**src/rtl/cdb_arbiter.sv**
```systemverilog
`default_nettype none
// +------------------------------------------------------------------------+
// | cdb_arbiter: three one-entry result latches (alu/lsb/bru) arbitrated   |
// | onto the common data bus. Round-robin unless CDB_ARB_FIXED_PRIO_EN.    |
// | Revision: 1.0                                                          |
// +------------------------------------------------------------------------+
module cdb_arbiter #(
   parameter int ROB_ID_W = 4,
   parameter int DATA_W   = 32
) (
   input  logic                clk,
   input  logic                rst,
   input  logic                rdy,
   input  logic                clear,
   input  logic                alu_valid,
   input  logic [ROB_ID_W-1:0] alu_rob_id,
   input  logic [DATA_W-1:0]   alu_val,
   input  logic                lsb_valid,
   input  logic [ROB_ID_W-1:0] lsb_rob_id,
   input  logic [DATA_W-1:0]   lsb_val,
   input  logic                bru_valid,
   input  logic [ROB_ID_W-1:0] bru_rob_id,
   input  logic [DATA_W-1:0]   bru_val,
   output logic                alu_ready,
   output logic                lsb_ready,
   output logic                bru_ready,
   output logic                cdb_valid,
   output logic [ROB_ID_W-1:0] cdb_rob_id,
   output logic [DATA_W-1:0]   cdb_val
);

   localparam int C_NREQ = 3;

   logic [C_NREQ-1:0]   w_valid;
   logic [C_NREQ-1:0]   w_grant;
   logic [C_NREQ-1:0]   w_ready;
   logic [C_NREQ-1:0]   w_xfer;
   logic [1:0]          w_gidx;
   logic                w_any;
   logic [ROB_ID_W-1:0] w_in_id  [C_NREQ];
   logic [DATA_W-1:0]   w_in_val [C_NREQ];

   logic [C_NREQ-1:0]   r_occ;
   logic [ROB_ID_W-1:0] r_lat_id  [C_NREQ];
   logic [DATA_W-1:0]   r_lat_val [C_NREQ];
   logic                r_cdb_valid;
   logic [ROB_ID_W-1:0] r_cdb_rob_id;
   logic [DATA_W-1:0]   r_cdb_val;

   assign w_valid     = {bru_valid, lsb_valid, alu_valid};
   assign w_in_id[0]  = alu_rob_id;
   assign w_in_id[1]  = lsb_rob_id;
   assign w_in_id[2]  = bru_rob_id;
   assign w_in_val[0] = alu_val;
   assign w_in_val[1] = lsb_val;
   assign w_in_val[2] = bru_val;

`ifdef CDB_ARB_FIXED_PRIO_EN
   always_comb begin
      w_grant = '0;
      w_gidx  = 2'd0;
      w_any   = 1'b0;
      for (int i = 0; i < C_NREQ; i++) begin
         if (r_occ[i] && !w_any) begin
            w_grant[i] = 1'b1;
            w_gidx     = 2'(i);
            w_any      = 1'b1;
         end
      end
   end
`else
   logic [1:0] r_ptr;
   logic [2:0] w_sum;
   logic [1:0] w_idx;

   // Search from the pointer, wrapping modulo 3.
   always_comb begin
      w_grant = '0;
      w_gidx  = 2'd0;
      w_any   = 1'b0;
      w_sum   = 3'd0;
      w_idx   = 2'd0;
      for (int i = 0; i < C_NREQ; i++) begin
         w_sum = {1'b0, r_ptr} + 3'(i);
         w_idx = (w_sum >= 3'd3) ? 2'(w_sum - 3'd3) : w_sum[1:0];
         if (r_occ[w_idx] && !w_any) begin
            w_grant[w_idx] = 1'b1;
            w_gidx         = w_idx;
            w_any          = 1'b1;
         end
      end
   end

   always_ff @(posedge clk or posedge rst) begin
      if (rst)
         r_ptr <= 2'd0;
      else if (!clear && rdy && w_any)
         r_ptr <= (w_gidx == 2'd2) ? 2'd0 : w_gidx + 2'd1;
   end
`endif

   // A granted latch drains this edge, so it may refill at the same time.
   assign w_ready = {C_NREQ{rdy & ~clear}} & (~r_occ | w_grant);
   assign w_xfer  = w_valid & w_ready;

   generate
      for (genvar k = 0; k < C_NREQ; k++) begin : g_lat
         always_ff @(posedge clk or posedge rst) begin
            if (rst) begin
               r_lat_id[k]  <= '0;
               r_lat_val[k] <= '0;
            end else if (w_xfer[k]) begin
               r_lat_id[k]  <= w_in_id[k];
               r_lat_val[k] <= w_in_val[k];
            end
         end
      end
   endgenerate

   always_ff @(posedge clk or posedge rst) begin
      if (rst) begin
         r_occ        <= '0;
         r_cdb_valid  <= 1'b0;
         r_cdb_rob_id <= '0;
         r_cdb_val    <= '0;
      end else if (clear) begin
         r_occ        <= '0;
         r_cdb_valid  <= 1'b0;
      end else if (rdy) begin
         r_occ        <= w_xfer | (r_occ & ~w_grant);
         r_cdb_valid  <= w_any;
         if (w_any) begin
            r_cdb_rob_id <= r_lat_id[w_gidx];
            r_cdb_val    <= r_lat_val[w_gidx];
         end
      end
   end

   assign alu_ready  = w_ready[0];
   assign lsb_ready  = w_ready[1];
   assign bru_ready  = w_ready[2];
   assign cdb_valid  = r_cdb_valid;
   assign cdb_rob_id = r_cdb_rob_id;
   assign cdb_val    = r_cdb_val;

endmodule
`default_nettype wire

```
**config.mk**
```make
export PLATFORM = sky130hd
export DESIGN_NAME = cdb_arbiter
export DESIGN_NICKNAME = d
export VERILOG_FILES = /design/src/rtl/cdb_arbiter.sv
export SDC_FILE = /design/constraint.sdc
export NUM_CORES = 1
export LEC_CHECK = 0
export CORE_MARGIN = 8
export CORE_UTILIZATION = 37
export CTS_BUF_LIST = sky130_fd_sc_hd__clkbuf_8 sky130_fd_sc_hd__clkbuf_16
export CTS_CLUSTER_DIAMETER = 100
export DETAILED_ROUTE_END_ITERATION = 7
export PLACE_DENSITY = 0.61
export SLEW_MARGIN = 20
export SYNTH_ARGS = -nofsm -noshare
export SYNTH_HDL_FRONTEND = slang
export SYNTH_SLANG_ARGS = --single-unit
```
**constraint.sdc**
```tcl
create_clock -name clk -period 4.4 [get_ports clk]
set_input_delay 0.44 -clock clk [delete_from_list [all_inputs] [get_ports clk]]
set_output_delay 0.44 -clock clk [all_outputs]
set_load 0.05 [all_outputs]
```
* Word-level counts from Yosys, hierarchy flattened *
Index checks and enable logic that the tools add are counted.

word-level totals
  flip-flop bits (word level) = 150
  latch bits = 0
  memory bits (writable) = 0
  memory bits (read-only) = 0
  bits of input ports = 115
  output and inout bits = 40
  memories = 0

cells by class
  add/sub/neg operators = 6
  $mul = 0
  div/mod/pow operators = 0
  magnitude comparators = 10
  equal/unequal tests = 1
  shift operators = 0
  mux-type cells = 35
  bitwise logic cells = 12
  reduce and logical (&&, ||, !) cells = 12

operators by type and width
  cell                   count
  $bmux W32 S2           1
  $mux W32               2
  $mux W3                5
  $mux W2                7
  $or A3 B3 Y3           4
  $mux W1                11
  $and A3 B3 Y3          3
  $lt A2 B3 Y1 const B   3
  $bmux W4 S2            1
  $mux W4                2
  $logic_and A1 B1 Y1    7
  $bmux W1 S2            3
  $demux W1 S2           3
  $ge A2 B1 Y1 const B   3
  $ge A3 B2 Y1 const B   2
  $not A3 Y3             2
  $sub A2 B2 Y2 const B  3
  $add A2 B1 Y3 const B  1
  $add A2 B2 Y3 const B  1
  $ge A3 B3 Y1 const B   1
  $logic_not A1 Y1       3
  $not A2 Y3             1
  $reduce_and A3 Y1      1
  $add A2 B1 Y2 const B  1
  other kinds (5)        5

* Depth between registers and ports, before layout *
Gate-level depths: netlist of the first run.

  word-level depth = 17
  mapped depth = 11
  depth with buffers taken out = 7

* Worst setup path before layout of the first run *
Ideal clock, no wire load.

  path kind = register -> output
  start point = register r_ptr[1]
  end point = output port lsb_ready
  arrival = 2.483 ns
  required time = 3.960 ns
  slack = 1.477 ns
  cell stages (with the launch flop) = 9
  cell sequence = dfrtp_1 > inv_1 > ha_1 > buf_2 > mux2i_1 > o21ai_1 > a21o_1 > clkbuf_1 > a31oi_1

between the ends
  longest elaborated chain between the ends = 13
  elaborated cells on any way between the ends = 45
  classes of those cells = 5 x add/sub; 9 x order compare; 20 x mux; 4 x bitwise; 7 x reduce/logical

ends and longest elaborated chain
  element                                                               RTL line  RTL
  start, declared                                                       72        logic [1:0] r_ptr;
  start signal, assigned                                                98        r_ptr <= (w_gidx == 2'd2) ? 2'd0 : w_gidx + 2'd1;
  $add A2 B1 Y3 (tied with other cells)                                 84        w_sum = {1'b0, r_ptr} + 3'(i);
  $ge A3 B2 Y1 (tied with other cells)                                  85        w_idx = (w_sum >= 3'd3) ? 2'(w_sum - 3'd3) : w_sum[1:0];
  $mux W2 (tied with other cells)                                       85
  $lt A2 B3 Y1 (not written as such) (tied with other cells)            87        w_grant[w_idx] = 1'b1;
  $logic_and A1 B1 Y1 (not written as such) (tied with other cells)     87
  $mux W1 (not written as such) (tied with other cells)                 87
  $demux W1 S2 (tied with other cells)                                  87
  $or A3 B3 Y3 (no source line) or $mux W1 (tied branches)              --
  $mux W3 or $logic_not A1 Y1 (tied branches)                           86        if (r_occ[w_idx] && !w_any) begin
  $or A3 B3 Y3 (no source line) or $logic_and A1 B1 Y1 (tied branches)  --
  $mux W3 (*)                                                           86
  $or A3 B3 Y3 (*)                                                      103       assign w_ready = {C_NREQ{rdy & ~clear}} & (~r_occ | w_grant);
  $and A3 B3 Y3 (*)                                                     103
  end, declared                                                         25        output logic lsb_ready,

Every way passes the cells marked *; elsewhere a longest branch is shown, timed or not. The select of a mux whose other input is x is not followed.

* Worst setup path after layout of the first run *
Ends and elaborated chain as after synthesis.

==> results.toml, run 1 <==
[outcome]
status = "finished, final reports clean"

[cts]
clock-root-buffer = "clkbuf_16"
cts_resized = 0
post_cts_buffers = 0
clkSlewWorstSetupHoldPaths_ns = 0.06
cts_buffers = 17
clock_latency_ns = 0.42
cts_tree = "built"
clock-sinks = 150
ctsHtreeMaxLevel = 4
cts_hold_buf = 0
cts_max_path_buffers = 2

[timing]
period_minus_slack_ns = 3.73
clock.fmax_mhz = 268
finalCritPeriodShare_pct = 84.7
finClkSkew_ns = 0.00934
fin_tns_setup_ns = 0
rsz0062_at_grt = "no"
hold_viol = 0
max_slew_margin_pct = 43.0
tightestPinTransition_ns = 0.852
fin_ws_ns = 0.675
maxSlewViolCount = 0
finalSetupViolCount = 0

[floorplanning]
die_area_um2 = 24300
rows = 51
die_h_um = 156
num_io_pins = 155
die_x_um = 156
start_util_pct = 37.4
core_region_area_um2 = 19300

[critical_path]
end_kind = "output port"
rr_startpoint = "r_ptr[1]$_DFFE_PP0P_"
cpMaxStageDelayCell = "clkdlybuf4s50_1"
cp_top_family = "buffers and inverters"
worst-path-max-fanout = 22
rr_endpoint = "r_lat_val[41]$_DFFE_PP0P_"
cp.buffers_inverters = 2
regToRegSetupSlack_ns = 0.88
crit_path_end = "lsb_ready"
path_cells = "inv_1, ha_2, mux2i_1, o21ai_1, a21o_2, a31oi_1, clkdlybuf4s50_1"
r2r_cells = 9
start_kind = "flop"
path_class = "flop to output port"
cp.required_ns = 3.96
crit_path_start = "r_ptr[1]$_DFFE_PP0P_"
path_depth = 7
arrival_ns = 3.29
cpPeakStageDelay_ns = 0.84

[pwr]
power_leakage_nw = 3.99
power.internal_mw = 3.90
seq_power_share_pct = 35.0
power_switching_mw = 2.78
pwr-share-clk_pct = 20.7
p_per_area_nw_per_um2 = 695
swShare_pct = 41.6
power_frac_comb_pct = 44.3
ir_drop_v = 0.000311

[global_routing]
antenna_found_initial = 0
grt_max_degree = 79
grt_pass1_wl_um = 35000
grt_use_total_pct = 18.4
grt_pass1_vias = 6375
grt_overflow = 0

[placement]
dpl_cell_area_um2 = 8990
io_buffer_count = 154
dp_slack_ns = 0.695
dp_hpwl_um = 14800
gp_congestion = 0.844

[synthesis]
syn-num-nets = 775
synth_top_flop_cell = "dfrtp_1"
synth_seq_area_share_pct = 52.0
synth-async-reset-ratio_pct = 100
avgSynthCellArea_um2 = 11.0
synthDistinctLibCells = 45
ys_warn_count = 0
synthesis.area_um2 = 7220
ys_seq_elements = 150
synth_cells = 656
synth_edf_count = 0

[route]
avgViaCountPerCell = 5.61
wl_um = 22000
wire_per_inst_um = 20.8
drt_pass1_iterations = 5
num_vias = 5936
drc = 0
ant_nets = 0
initialDrtViolationCount = 483

[cells_and_area]
final_area_um2 = 9610
final_common_cell = "clkdlybuf4s50_1"
layout.nets = 899
drive_above_1_share_pct = 17.4
synthToLayoutAreaGrowth_pct = 33.0
diodes = 0
most-common-layout-cells = "clkdlybuf4s50_1 (152), dfrtp_1 (150), o21ai_0 (44)"

[worst_hold_path]
hp-class = "input port to asynchronous set/reset pin"

[run]
drv_cap = 0
==> power by group through the flow <==
stage / Sequential, mW / Clock (mW) / Combinational [mW]
after floorplan: 2.83 / 0 / 1.44
after global placement: 2.33 / 0 / 2.85
after detailed placement: 2.35 / 0 / 2.94
after CTS: 2.33 / 1.42 / 2.95
after global routing: 2.41 / 1.48 / 3.17
final: 2.34 / 1.38 / 2.95
==> how the worst min path moves through the flow <==
stage | endpoint | slack (ns)
6_report | cdb_rob_id[0]$_DFFE_PP0P_ | 0.44
2_1_floorplan | r_lat_id[0]$_DFFE_PP0P_ | 0.48
3_3_place_gp | cdb_valid$_DFFE_PP0P_ | 0.47
3_5_place_dp | cdb_valid$_DFFE_PP0P_ | 0.49
4_1_cts | cdb_valid$_DFFE_PP0P_ | 0.51
5_1_grt | r_lat_val[34]$_DFFE_PP0P_ | 0.45
==> worst reg2reg max path, delay by kind of cell (launching register included) <==
| kind | cells | cell delay [ns] |
|---|---|---|
| DFF | 1 | 0.41 |
| muxes | 2 | 0.56 |
| adders and majority gates | 1 | 0.44 |
| AOI/OAI and AO/OA | 3 | 1.39 |
| buffers and inverters | 3 | 0.59 |
==> cells by family after synthesis <==
logic type	share of synthesized area (%)
AND/OR/NAND/NOR	12.5
flip-flops	52.0
adder cells (fa/ha/maj)	0.693
multiplexers	13.5
AO/OA/AOI/OAI	16.7
buffers and inverters	4.68
==> synthesized netlist by cell type, types with 2 or more instances <==
| library cell | count | area [µm²] |
|---|---|---|
| a211oi_1 | 2 | 15.0 |
| buf_2 | 12 | 60.1 |
| a21o_1 | 2 | 15.0 |
| a21oi_1 | 2 | 10.0 |
| buf_12 | 3 | 60.1 |
| nor2_1 | 41 | 154 |
| mux2_2 | 42 | 473 |
| mux2i_1 | 2 | 20.0 |
| nand4_1 | 37 | 231 |
| mux2_4 | 32 | 480 |
| dfrtp_1 | 150 | 3750 |
| o21ai_0 | 44 | 220 |
| clkbuf_1 | 48 | 180 |
| inv_1 | 6 | 22.5 |
| o211ai_1 | 2 | 15.0 |
| a31oi_1 | 39 | 244 |
| ha_1 | 4 | 50.1 |
| o22ai_1 | 36 | 225 |
| a221oi_1 | 36 | 315 |
| nand2b_1 | 3 | 18.8 |
| nor2b_1 | 12 | 75.1 |
| nand2_1 | 43 | 161 |
| and3_1 | 36 | 225 |
==> layer usage <==
metal	up-vias	global-route usage, %	part of all wire, %
met2	214	30.5	51
met4	0	6.84	1.6
met5	-	0	0
met1	2975	23.0	42
li1	2716	-	-
met3	31	4.10	5.5
==> flip-flops by register name, indices dropped and copies added (netlist names) <==
signal and flops:
r_lat_id 12, r_ptr 2, cdb_val 32, r_occ 3, cdb_valid 1, r_lat_val 96, cdb_rob_id 4
==> final cells by class <==
class | count | area, µm²
clock inverters | 15 | 143
inverters | 6 | 26.3
multi-input cells | 435 | 3190
flip-flops and latches | 150 | 3750
repair buffers | 170 | 1740
well taps | 265 | 332
clock buffers | 17 | 425
fillers | 1741 | 9730
==> stage by stage <==
stage               hold slack (ns)  total power, mW  util (%)  instances
floorplan                     0.482             4.27         -        656
global placement              0.469             5.18      46.5       1024
detailed placement            0.486             5.29      46.5       1024
CTS                           0.514             6.70      49.4       1056
global route                  0.452             7.05      49.7       1058
finish                        0.440             6.68      49.7       1058
(Power assumes the default switching activity.)
==> run 2, diff against run 1 <==
- clock period: 4.4 -> 3 ns (I/O delays scaled with it)
==> results.toml, run 2 (synthesis gave the netlist of run 1 again) <==
[outcome]
status = "finished, final reports clean"

[pwr]
power_leakage_nw = 4.04
power_mw = 9.86
ir_drop_v = 0.000427
p_per_area_nw_per_um2 = 1020

[critical_path]
arrival_ns = 2.59
crit_path_end = "alu_ready"
start_kind = "flop"
rr_endpoint = "cdb_val[21]$_DFFE_PP0P_"
r2r_cells = 8
cp.required_ns = 2.70
worst-path-max-fanout = 7
path_class = "flop to output port"
regToRegSetupSlack_ns = 0.18
crit_path_start = "r_ptr[1]$_DFFE_PP0P_"
end_kind = "output port"
rr_startpoint = "r_ptr[1]$_DFFE_PP0P_"

[cells_and_area]
utilization_pct = 50.0
final_area_um2 = 9680
layout.nets = 910
synthToLayoutAreaGrowth_pct = 33.9
drive_above_1_share_pct = 19.1
most-common-layout-cells = "dfrtp_1 (150), clkdlybuf4s50_1 (150), o21ai_0 (43)"
diodes = 0
largest_reg_flops = 96
top_register = "r_lat_val"
n_fill_cell = 1711

[run]
drv_cap = 0

[cts]
cts_max_path_buffers = 2
ctsHtreeMaxLevel = 4
clock-sinks = 150
cts_hold_buf = 0
clkSlewWorstSetupHoldPaths_ns = 0.06
clock_latency_ns = 0.43
cts_tree = "built"
clock-root-buffer = "clkbuf_16"
cts_buffers = 17

[global_routing]
antenna_found_initial = 0
grt_pass1_wl_um = 34100
grt_pass1_vias = 6228
grt_overflow = 0
grt_max_degree = 151
grt_use_total_pct = 18.0

[floorplanning]
die_area_um2 = 24300
num_io_pins = 155
die_x_um = 156
die_h_um = 156
start_util_pct = 37.4
rows = 51
core_region_area_um2 = 19300

[worst_hold_path]
hp-class = "input port to flop"

[timing]
max_slew_margin_pct = 39.9
maxSlewViolCount = 0
finClkSkew_ns = 0.0104
clock.fmax_mhz = 346
hold_viol = 0
period_minus_slack_ns = 2.89
finalSetupViolCount = 0
tightestPinTransition_ns = 0.899
finalCritPeriodShare_pct = 96.3
fin_tns_setup_ns = 0
rsz0062_at_grt = "no"

[route]
drc = 0
drt_pass1_iterations = 5
wl_um = 21800
ant_nets = 0
avgViaCountPerCell = 5.54
num_vias = 5914
initialDrtViolationCount = 367
wire_per_inst_um = 20.4

[placement]
dpl_cell_area_um2 = 9030
dp_hpwl_um = 15000
gp_congestion = 0.794
io_buffer_count = 154
run 2: cell count changes in the layout (fill, tap and decap cells not counted), moves of 3 or more:
cell / delta
clkinv_4: -5
buf_4: +15
inv_8: -3
clkinv_2: +3
run 2: layer usage:
metal	vias up	global-route usage, %	wire length, µm
li1	2735	-	-
met2	230	30.4	10900
met3	32	4.24	1370
met4	0	6.19	428
met5	-	0	0
met1	2917	22.1	9040
run 2: critical path, stage by stage (launching register included):
cell and delay, ns:
dfrtp_1 0.41, inv_1 0.10, ha_2 0.25, mux2_4 0.32, a22o_1 0.28, a32oi_2 0.29
o22a_2 0.27, inv_1 0.05, buf_4 0.18
run 2: cell type report:
cell class	instances	area (µm²)	share of cell area (%)
timing repair buffer	181	1780	18.4
multi-input combinational	435	3210	33.2
tap	265	332	3.43
sequential	150	3750	38.8
inverter	6	26.3	0.272
clock buffer	18	439	4.54
clock inverter	13	131	1.36
run 2: where the power goes:
group	switching, mW	internal (mW)	leakage [nW]
clock network	0.858	1.24	0.281
registers	0.571	2.87	1.79
logic	2.56	1.76	1.98
run 2: through the flow:
step | hold WS (ns) | std cells | worst slack (ns)
CTS | 0.409 | 1063 | 0.0220
detailed placement | 0.499 | 1032 | 0.158
finish | 0.443 | 1068 | 0.111
floorplan | 0.366 | 656 | 0.217
global placement | 0.493 | 1032 | 0.309
global route | 0.450 | 1068 | 0.00315
run 2: repair_timing:
action                     in CTS  in global routing
hold endpoints to repair        0                  0
pin swaps                       0                  1
setup buffers                   0                  5
gates resized for setup         1                  5
setup endpoints to repair       1                 26
run 2: how the worst min path moves through the flow:
stage | start | endpoint | slack (ns) | depth (start not counted)
2_1_floorplan | clear | r_occ[0]$_DFFE_PP0P_ | 0.37 | 1
3_3_place_gp | cdb_valid$_DFFE_PP0P_ | cdb_valid$_DFFE_PP0P_ | 0.49 | 1
3_5_place_dp | cdb_valid$_DFFE_PP0P_ | cdb_valid$_DFFE_PP0P_ | 0.50 | 1
4_1_cts | alu_valid | r_lat_val[79]$_DFFE_PP0P_ | 0.41 | 4
5_1_grt | alu_val[2] | r_lat_val[66]$_DFFE_PP0P_ | 0.45 | 3
6_report | alu_val[2] | r_lat_val[66]$_DFFE_PP0P_ | 0.44 | 3
==> run 3, diff against run 2 <==
- PLACE_DENSITY: 0.61 -> 0.58
- clock period: 3 -> 2.8 ns (I/O delays scaled with it)
==> results.toml, run 3 (synthesis gave the netlist of run 1 again) <==
[timing]
finClkSkew_ns = 0.0107
maxSlewViolCount = 0
finalSetupViolCount = 0
hold_ws_ns = 0.345
clock.fmax_mhz = 359
period_minus_slack_ns = 2.79
fin_ws_ns = 0.0128
rsz0062_at_grt = "yes"
max_slew_margin_pct = 50.1
hold_viol = 0
fin_tns_setup_ns = 0
tightestPinTransition_ns = 0.746
finalCritPeriodShare_pct = 99.5

[global_routing]
grt_pass1_vias = 6124
grt_max_degree = 75
grt_use_total_pct = 18.5
grt_pass1_wl_um = 34700
antenna_found_initial = 0
grt_overflow = 0

[pwr]
p_per_area_nw_per_um2 = 1110
ir_drop_v = 0.000482
power_frac_comb_pct = 43.6
pwr-share-clk_pct = 22.6
swShare_pct = 39.7
power_switching_mw = 4.33
power.internal_mw = 6.58
power_leakage_nw = 4.13
seq_power_share_pct = 33.8

[cells_and_area]
top_register = "r_lat_val"
most-common-layout-cells = "dfrtp_1 (150), clkdlybuf4s50_1 (150), o21ai_0 (44)"
largest_reg_flops = 96
layout.nets = 918
diodes = 0
synthToLayoutAreaGrowth_pct = 36.5
fin_cells = 1077
drive_above_1_share_pct = 20.2
final_area_um2 = 9860

[cts]
clock_latency_ns = 0.42
clock-sinks = 150
cts_hold_buf = 0
cts_max_path_buffers = 2
cts_buffers = 17
cts_tree = "built"
clkSlewWorstSetupHoldPaths_ns = 0.06
ctsHtreeMaxLevel = 4
clock-root-buffer = "clkbuf_16"

[floorplanning]
start_util_pct = 37.4
die_area_um2 = 24300
die_x_um = 156
die_h_um = 156
rows = 51
num_io_pins = 155
core_region_area_um2 = 19300

[critical_path]
path_common_cell = "mux2_4"
arrival_ns = 2.51
worst-path-max-fanout = 7
start_kind = "flop"
path_cells = "inv_1, ha_2, mux2_4, a22o_1, mux2_4, a21oi_2, buf_12"
end_kind = "output port"
cpPeakStageDelay_ns = 0.41
cpMaxStageDelayCell = "dfrtp_1"
cp.required_ns = 2.52
path_class = "flop to output port"

[route]
drc = 0
drt_pass1_iterations = 5
ant_nets = 0
num_vias = 5934
avgViaCountPerCell = 5.51
wl_um = 22200
initialDrtViolationCount = 399
wire_per_inst_um = 20.6

[placement]
dp_hpwl_um = 15400
gp_congestion = 0.844
dpl_cell_area_um2 = 9150
dp_slack_ns = 0.102
placed_cells = 1040
io_buffer_count = 154

[run]
drv_cap = 0

[worst_hold_path]
hp-class = "input port to asynchronous set/reset pin"

[outcome]
status = "finished, final reports clean"
## run 3: power by group through the flow
| stage | Clock (mW) | Combinational, mW | Sequential [mW] |
|---|---|---|---|
| after CTS | 2.52 | 4.74 | 3.68 |
| after global routing | 2.63 | 5.10 | 3.78 |
| after global placement | 0 | 4.64 | 3.67 |
| final | 2.47 | 4.76 | 3.69 |
| after floorplan | 0 | 2.26 | 4.44 |
| after detailed placement | 0 | 4.71 | 3.69 |
## run 3: metal layers
metal / part of all wire (%) / vias up / track usage, %
met5: 0 / - / 0
met4: 2.1 / 0 / 6.33
met3: 5.3 / 23 / 4.24
met2: 50 / 220 / 30.9
met1: 43 / 2934 / 23.1
li1: - / 2757 / -
## run 3: per-stage QoR
stage,utilization (%),power (mW)
final,51.0,10.9
after global routing,51.0,11.5
after CTS,50.7,10.9
after detailed placement,47.3,8.40
after global placement,47.3,8.31
after floorplan,-,6.70
## run 3: repair_timing
action / 4_1_cts / 5_1_grt
endpoints found under the hold margin: 0 / 0
endpoints found under the setup margin: 3 / 19
resized for setup: 3 / 3
buffers inserted: 0 / 5
pin swaps: 1 / 3
## run 3: final cells by class
type,instances,area [µm²]
repair buffers,189,1890
clock inverters,14,198
fillers,1704,9470
flip-flops and latches,150,3750
clock buffers,18,439
multi-input cells,435,3220
well taps,265,332
inverters,6,26.3
## run 3: critical path, delay by kind of cell (launching register included)
kind / cells / cell delay [ns]
adders and majority gates: 1 / 0.26
muxes: 2 / 0.67
AOI/OAI and AO/OA: 2 / 0.46
buffers and inverters: 2 / 0.28
DFF: 1 / 0.41
## run 3: path summary, 6_finish.rpt
path	from	end	slack, ns	cells after the start
max	r_ptr[1]$_DFFE_PP0P_	bru_ready	0.01	7
max reg2reg	r_ptr[1]$_DFFE_PP0P_	r_lat_id[2]$_DFFE_PP0P_	0.15	8
min reg2reg	cdb_valid$_DFFE_PP0P_	cdb_valid$_DFFE_PP0P_	0.48	1
max in group asynchronous	rst	r_lat_val[10]$_DFFE_PP0P_	2.01	3
min in group clk	alu_val[4]	r_lat_val[68]$_DFFE_PP0P_	0.45	3
min	rst	r_lat_val[62]$_DFFE_PP0P_	0.35	3
